$ cat src/rtl/mem_access_unit.sv
// mem_access_unit: MEM-stage load/store unit for a big-endian 32-bit MIPS pipeline.
// Ports: CLK, RESET (async, active high); op_valid/op_ready accept an op with
// op_code, addr, store_data, reg_old, wreg_in, regwrite_in; res_* give a one-cycle
// result strobe; dm_* drive a req/ack data memory using byte enables.
// Optional LL/SC link tracking is enabled by the macro MEM_ACCESS_LLSC_EN.
module mem_access_unit #(
    parameter int ADDR_W      = 32,
    parameter int TIMEOUT_CYC = 64,
    parameter int CNT_W       = 16
) (
    input  logic              CLK,
    input  logic              RESET,
    input  logic              op_valid,
    output logic              op_ready,
    input  logic [5:0]        op_code,
    input  logic [ADDR_W-1:0] addr,
    input  logic [31:0]       store_data,
    input  logic [31:0]       reg_old,
    input  logic [4:0]        wreg_in,
    input  logic              regwrite_in,
    output logic              res_valid,
    output logic [31:0]       res_data,
    output logic [4:0]        res_reg,
    output logic              res_regwrite,
    output logic              res_err,
    output logic              dm_req,
    output logic              dm_we,
    output logic [ADDR_W-1:0] dm_addr,
    output logic [3:0]        dm_be,
    output logic [31:0]       dm_wdata,
    input  logic              dm_ack,
    input  logic [31:0]       dm_rdata
);

    localparam logic [5:0] OP_LB   = 6'b100001;
    localparam logic [5:0] OP_LH   = 6'b101011;
    localparam logic [5:0] OP_LBU  = 6'b101010;
    localparam logic [5:0] OP_LHU  = 6'b101100;
    localparam logic [5:0] OP_LW   = 6'b111101;
    localparam logic [5:0] OP_LL   = 6'b101000;
    localparam logic [5:0] OP_LWC1 = 6'b110101;
    localparam logic [5:0] OP_LWL  = 6'b101101;
    localparam logic [5:0] OP_LWR  = 6'b101110;
    localparam logic [5:0] OP_SB   = 6'b101111;
    localparam logic [5:0] OP_SH   = 6'b110000;
    localparam logic [5:0] OP_SW   = 6'b110001;
    localparam logic [5:0] OP_SC   = 6'b110110;
    localparam logic [5:0] OP_SWL  = 6'b110010;
    localparam logic [5:0] OP_SWR  = 6'b110011;

    typedef enum logic [1:0] {IDLE, ACCESS, RESP} state_t;

    state_t           state;
    logic [5:0]       op_q;
    logic [1:0]       k_q;
    logic [31:0]      reg_old_q;
    logic             rw_q;
    logic [CNT_W-1:0] cnt;

    // Decode of the incoming op, used only at accept time.
    logic        is_load, is_store, is_sc, misal;
    logic [3:0]  be;
    logic [31:0] wdata;
    logic [1:0]  k;
    assign k = addr[1:0];

    always_comb begin
        is_load  = 1'b0;
        is_store = 1'b0;
        is_sc    = 1'b0;
        misal    = 1'b0;
        be       = 4'b1111;
        wdata    = store_data;
        case (op_code)
            OP_LB, OP_LBU, OP_LWL, OP_LWR: is_load = 1'b1;
            OP_LH, OP_LHU: begin
                is_load = 1'b1;
                misal   = k[0];
            end
            OP_LW, OP_LL, OP_LWC1: begin
                is_load = 1'b1;
                misal   = |k;
            end
            OP_SB: begin
                is_store = 1'b1;
                be       = 4'b1000 >> k;
                wdata    = {4{store_data[7:0]}};
            end
            OP_SH: begin
                is_store = 1'b1;
                misal    = k[0];
                be       = k[1] ? 4'b0011 : 4'b1100;
                wdata    = {2{store_data[15:0]}};
            end
            OP_SW: begin
                is_store = 1'b1;
                misal    = |k;
            end
            OP_SC: begin
                is_store = 1'b1;
                is_sc    = 1'b1;
                misal    = |k;
            end
            OP_SWL: begin
                is_store = 1'b1;
                be       = 4'b1111 >> k;
                wdata    = store_data >> {k, 3'b000};
            end
            OP_SWR: begin
                is_store = 1'b1;
                be       = 4'b1111 << ~k;
                wdata    = store_data << {~k, 3'b000};
            end
            default: ;
        endcase
    end

    // Result formatting at ack; ~k_q equals 3-k for a 2-bit offset.
    logic [4:0]  sh_l, sh_r;
    logic [7:0]  byte_sel;
    logic [15:0] half_sel;
    logic [31:0] ack_data;
    assign sh_l     = {k_q, 3'b000};
    assign sh_r     = {~k_q, 3'b000};
    assign byte_sel = 8'(dm_rdata >> sh_r);
    assign half_sel = k_q[1] ? dm_rdata[15:0] : dm_rdata[31:16];

    always_comb begin
        ack_data = 32'd0;
        case (op_q)
            OP_LB:  ack_data = {{24{byte_sel[7]}}, byte_sel};
            OP_LBU: ack_data = {24'd0, byte_sel};
            OP_LH:  ack_data = {{16{half_sel[15]}}, half_sel};
            OP_LHU: ack_data = {16'd0, half_sel};
            OP_LW, OP_LL, OP_LWC1: ack_data = dm_rdata;
            OP_LWL: ack_data = (dm_rdata << sh_l)
                             | (reg_old_q & ~(32'hFFFF_FFFF << sh_l));
            OP_LWR: ack_data = (dm_rdata >> sh_r)
                             | (reg_old_q & ~(32'hFFFF_FFFF >> sh_r));
            OP_SC:  ack_data = 32'd1;
            default: ack_data = 32'd0;
        endcase
    end

    logic sc_fail;
`ifdef MEM_ACCESS_LLSC_EN
    logic              link_valid;
    logic [ADDR_W-3:0] link_addr;
    logic              link_hit;
    assign link_hit = link_valid && (link_addr == addr[ADDR_W-1:2]);
    assign sc_fail  = is_sc && !link_hit;
`else
    assign sc_fail  = 1'b0;
`endif

    always_ff @(posedge CLK or posedge RESET) begin
        if (RESET) begin
            state        <= IDLE;
            op_ready     <= 1'b0;
            op_q         <= '0;
            k_q          <= '0;
            reg_old_q    <= '0;
            rw_q         <= 1'b0;
            cnt          <= '0;
            res_valid    <= 1'b0;
            res_data     <= '0;
            res_reg      <= '0;
            res_regwrite <= 1'b0;
            res_err      <= 1'b0;
            dm_req       <= 1'b0;
            dm_we        <= 1'b0;
            dm_addr      <= '0;
            dm_be        <= '0;
            dm_wdata     <= '0;
`ifdef MEM_ACCESS_LLSC_EN
            link_valid   <= 1'b0;
            link_addr    <= '0;
`endif
        end else begin
            res_valid <= 1'b0;
            case (state)
                IDLE: begin
                    op_ready <= 1'b1;
                    if (op_valid && op_ready) begin
                        op_q      <= op_code;
                        k_q       <= k;
                        reg_old_q <= reg_old;
                        rw_q      <= regwrite_in;
                        res_reg   <= wreg_in;
                        op_ready  <= 1'b0;
`ifdef MEM_ACCESS_LLSC_EN
                        if (is_sc || (is_store && !misal && link_hit))
                            link_valid <= 1'b0;
`endif
                        if (!(is_load || is_store)) begin
                            state        <= RESP;
                            res_valid    <= 1'b1;
                            res_data     <= 32'(addr);
                            res_err      <= 1'b0;
                            res_regwrite <= regwrite_in;
                        end else if (misal) begin
                            state        <= RESP;
                            res_valid    <= 1'b1;
                            res_data     <= '0;
                            res_err      <= 1'b1;
                            res_regwrite <= 1'b0;
                        end else if (sc_fail) begin
                            state        <= RESP;
                            res_valid    <= 1'b1;
                            res_data     <= '0;
                            res_err      <= 1'b0;
                            res_regwrite <= regwrite_in;
                        end else begin
                            state    <= ACCESS;
                            dm_req   <= 1'b1;
                            dm_we    <= is_store;
                            dm_addr  <= {addr[ADDR_W-1:2], 2'b00};
                            dm_be    <= be;
                            dm_wdata <= wdata;
                            cnt      <= '0;
                        end
                    end
                end
                ACCESS: begin
                    if (dm_ack) begin
                        state        <= RESP;
                        dm_req       <= 1'b0;
                        res_valid    <= 1'b1;
                        res_data     <= ack_data;
                        res_err      <= 1'b0;
                        res_regwrite <= rw_q;
`ifdef MEM_ACCESS_LLSC_EN
                        if (op_q == OP_LL) begin
                            link_valid <= 1'b1;
                            link_addr  <= dm_addr[ADDR_W-1:2];
                        end
`endif
                    end else if (cnt == CNT_W'(TIMEOUT_CYC - 1)) begin
                        state        <= RESP;
                        dm_req       <= 1'b0;
                        res_valid    <= 1'b1;
                        res_data     <= '0;
                        res_err      <= 1'b1;
                        res_regwrite <= 1'b0;
                    end else begin
                        cnt <= cnt + 1'b1;
                    end
                end
                RESP: begin
                    state    <= IDLE;
                    op_ready <= 1'b1;
                end
                default: state <= IDLE;
            endcase
        end
    end

endmodule

$ cat config.mk
export PLATFORM = sky130hd
export DESIGN_NAME = mem_access_unit
export DESIGN_NICKNAME = d
export VERILOG_FILES = /design/src/rtl/mem_access_unit.sv
export SDC_FILE = /design/constraint.sdc
export NUM_CORES = 1
export LEC_CHECK = 0
export BUFFER_PORTS_ARGS = -buffer_cell sky130_fd_sc_hd__buf_2
export CAP_MARGIN = 20
export CELL_PAD_IN_SITES_DETAIL_PLACEMENT = 2
export CELL_PAD_IN_SITES_GLOBAL_PLACEMENT = 2
export CORE_ASPECT_RATIO = 1.25
export CORE_MARGIN = 5
export CORE_UTILIZATION = 29
export DETAILED_ROUTE_END_ITERATION = 8
export GPL_TIMING_DRIVEN = 0
export PLACE_DENSITY = 0.78
export SLEW_MARGIN = 20
export SYNTH_ARGS = -nofsm -noshare
export SYNTH_HDL_FRONTEND = slang
export SYNTH_SLANG_ARGS = --single-unit
$ cat constraint.sdc
create_clock -name CLK -period 5.39 [get_ports CLK]
set_clock_uncertainty 0.1 [all_clocks]
set_input_delay 1.078 -clock CLK [delete_from_list [all_inputs] [get_ports CLK]]
set_output_delay 1.078 -clock CLK [all_outputs]
set_load 0.05 [all_outputs]
==> metrics.md <==
| Metric | Value |
|---|---|
| Status | `complete, no violations` |
| CP max FO | `10` |
| Post-DR wirelength/cell | `approximately 25 um` |
| DR iter-0 viols | `630` |
| Sinks on the clock net | `around 170` |
| Maximum buffer depth of the clock tree | `2` |
| Worst endpoint required time | `about 5.7 ns` |
| Fmax | `between 300 and 400 MHz` |
| Post-synth EDFFs | `0` |
| Finished Cell Area | `~13,000 um2` |
| Cts hold-fix bufs | `0` |
| Setup TNS | `0 ns` |
| Worst hold path class | `flop to flop` |
| Worst r2r src | `k_q[0]` |
| Max Slew Vio Count | `0` |
| Worst slew pin tran | `roughly 1.1 ns` |
| DRC Markers | `0` |
| Commonest non-fill, non-tap cell in the layout | `buf_2` |
| Clk slew on worst S/H paths | `roughly 0.070 ns` |
| Post-synthesis cell type count | `between 70 and 80` |
| Hold Path Sink | `res_reg[4]` |
| Pwr/cell area | `597 nW/um2` |
| Post-synth top flop | `dfrtp_1` |
| Final wirelength | `between 40,000 and 50,000 um` |
| GRT overflow | `0` |
| CTS tree | `done` |
| Port Buffer Count | `approximately 250` |
| Post-DP HPWL | `35,700 um` |
| FF+latch count, synth | `168` |
| Initial antenna violation count | `8` |
| Post-synthesis sequential area ratio | `approximately two fifths` |
| Setup crit start kind | `input pin` |
| Cell chain of the critical path | `buf_2 -> buf_2 -> nand2b_1 -> nand4b_1 -> a31oi_1 -> clkbuf_1 -> a21oi_1 -> a21oi_1` |
| Hold_sp | `res_reg[4]` |
| Placer Congestion | `between 0.9 and 1` |
| Largest net degree at the start of global routing | `31` |
| Layout cells sized above 1 | `a little under a third` |
| First drt pass iteration count | `7` |
| CTS Root Cell | `clkbuf_16` |
| Final hold vios | `0` |
| H-tree depth | `4` |
| Die Wd | `between 150 and 200 um` |
| Fin crit share | `about three fifths` |
| RR Endpoint | `res_data[16]` |
| IO Pins | `roughly 260` |
| Via/cell ratio | `~5.6` |
| WHS Path Cells | `2` |
| First-pass GRT wire length | `between 70,000 and 80,000 um` |
| Crit end category | `flop` |
| Setup CP Type | `input pin to flop` |
| Die Y | `220 um` |
| Largest registers | `dm_wdata x32, reg_old_q x32, res_data x32` |
| Placement Rows | `76` |
| Clk_lat worst skew | `0.45 ns` |
| Setup Fix Bufs, Post-CTS | `0` |
| DR vias | `slightly above 10,000` |
| Setup-failing EPs final | `0` |
| Max-Cap Viols | `0` |
| Core Area | `approximately 35,000 um2` |
| Avg Inst Size Synth | `a little over 9 um2` |
| Ys async rst share | `100%` |
| Vias in the first global route | `about 11,000` |
| Syn Inst Count | `1,093` |
| Routed Antenna Nets | `0` |
| DIE AREA | `a little under 40,000 um2` |
| All-layer global routing usage | `around a quarter` |
| Leak | `0.00583 uW` |
| Slowest-stage cell, CP | `a31oi_1` |
| Area delta synth->final | `26.2%` |
| Maximum vdd ir drop | `0.300 mV` |
| Crit-path max cell delay | `approximately 0.68 ns` |
| Reg2reg path depth | `8` |
| Initial core utilization | `29.4%` |
| Setup slack, reg-to-reg | `2.35 ns` |
| CP arrival | `~3.6 ns` |
| Post-CTS resize count | `0` |
| CTS buffer count | `17` |
| Top cell family by delay on the critical path | `compound AO/OA/AOI/OAI gates` |
| Cell Area, Placed | `approximately 12,000 um2` |
| Max_slew headroom | `28.9%` |
| Fillers | `3,947` |
| Crit path buf inv count | `3` |
| Fin crit period | `about 3.3 ns` |
| Synth Cell Area | `~10,000 um2` |
| Yosys Warn Count | `0` |
| RSZ-0062 raised after global routing | `false` |
| Final #Nets | `1,513` |
| Most frequent cells in the layout | `276 x buf_2, 237 x nand2_1, 168 x dfrtp_1, 80 x a21oi_1` |
cell usage after synthesis, types with 3 or more instances:
| master | n | area, um2 |
|---|---|---|
| o211ai_1 | 15 | 113 |
| mux4_2 | 22 | 495 |
| clkbuf_1 | 40 | 150 |
| buf_4 | 6 | 45.0 |
| buf_6 | 6 | 67.6 |
| nand3b_1 | 3 | 22.5 |
| mux2i_1 | 38 | 380 |
| mux2_2 | 7 | 78.8 |
| o21a_1 | 5 | 37.5 |
| a211o_1 | 4 | 35.0 |
| mux2_4 | 38 | 571 |
| or3_1 | 4 | 25.0 |
| a21oi_1 | 80 | 400 |
| buf_2 | 28 | 140 |
| a22oi_1 | 39 | 293 |
| o21ai_0 | 62 | 310 |
| a222oi_1 | 9 | 90.1 |
| nand2b_1 | 7 | 43.8 |
| o21ai_1 | 13 | 65.1 |
| nor2_1 | 62 | 233 |
| inv_1 | 20 | 75.1 |
| nor3_2 | 3 | 30.0 |
| nand2_1 | 237 | 890 |
| and2_1 | 5 | 31.3 |
| and3b_1 | 5 | 43.8 |
| and3_1 | 4 | 25.0 |
| buf_1 | 5 | 18.8 |
| a41oi_1 | 10 | 87.6 |
| nand3_1 | 11 | 55.1 |
| nor3_1 | 7 | 35.0 |
| nor2b_1 | 4 | 25.0 |
| dfrtp_1 | 168 | 4200 |
| nor4_1 | 3 | 18.8 |
| a21o_1 | 5 | 37.5 |
| a31oi_1 | 26 | 163 |
| a221oi_1 | 32 | 280 |
| o22a_1 | 10 | 87.6 |
cell families after synthesis:
kind of cell,Yosys count,share of synthesized area [%]
buffers and inverters,107,4.95
DFF,168,41.3
adders and majority gates,1,0.123
muxes,106,15.1
AOI/OAI and AO/OA,338,22.5
and+or+nand+nor,372,16.0
other,1,0.0368
tightest hold or removal path, delay by kind of cell, from the launching register on:
| family | cells | cell delay, ns |
|---|---|---|
| DFF | 1 | 0.34 |
| and+or+nand+nor | 2 | 0.11 |
worst max path at each step:
stage	endpoint	slack, ns	cells after the start	start
floorplan	cnt[0]	2.07	1	RESET
global placement	dm_wdata[27]	0.73	2	RESET
detailed placement	res_data[9]	1.59	8	op_code[0]
CTS	res_data[9]	2.09	8	op_code[0]
global route	res_data[9]	1.94	8	op_code[0]
finish	res_data[9]	2.10	8	op_code[0]
per-layer routing:
metal | vias to the layer above | track usage (%) | part of all wire (%)
met5 | - | 0 | 0.12
li1 | 4573 | - | -
met2 | 355 | 42.5 | 52
met3 | 94 | 4.62 | 5.4
met1 | 5328 | 26.8 | 38
met4 | 10 | 10.3 | 4.0
final cells by class:
| cell class | instances | area (um2) | share of cell area (%) |
|---|---|---|---|
| antenna | 3 | 7.51 | 0.0584 |
| clock buffer | 17 | 425 | 3.31 |
| multi-input combinational | 819 | 5500 | 42.7 |
| clock inverter | 15 | 226 | 1.76 |
| inverter | 22 | 86.3 | 0.671 |
| sequential | 168 | 4200 | 32.7 |
| timing repair buffer | 255 | 1410 | 11.0 |
| buffer | 85 | 422 | 3.28 |
| tap | 468 | 586 | 4.55 |
power breakdown:
part | leakage [uW] | internal, uW | switching, uW
logic | 0.00346 | 1170 | 2850
clock network | 0.000315 | 760 | 636
registers | 0.00205 | 1840 | 422
total | 0.00583 | 3770 | 3910
metrics by stage:
stage	setup WS (ns)	hold slack (ns)	total power (uW)	cells	utilization [%]
2_1_floorplan	2.07	0.342	5070	1094	-
3_3_place_gp	0.732	0.358	6150	1810	34.7
4_1_cts	2.09	0.394	7760	1849	37.1
6_report	2.10	0.380	7680	1852	37.2
5_1_grt	1.94	0.418	8060	1851	37.2
3_5_place_dp	1.59	0.374	6290	1817	35.3
Power figures use the tool's default switching activity.
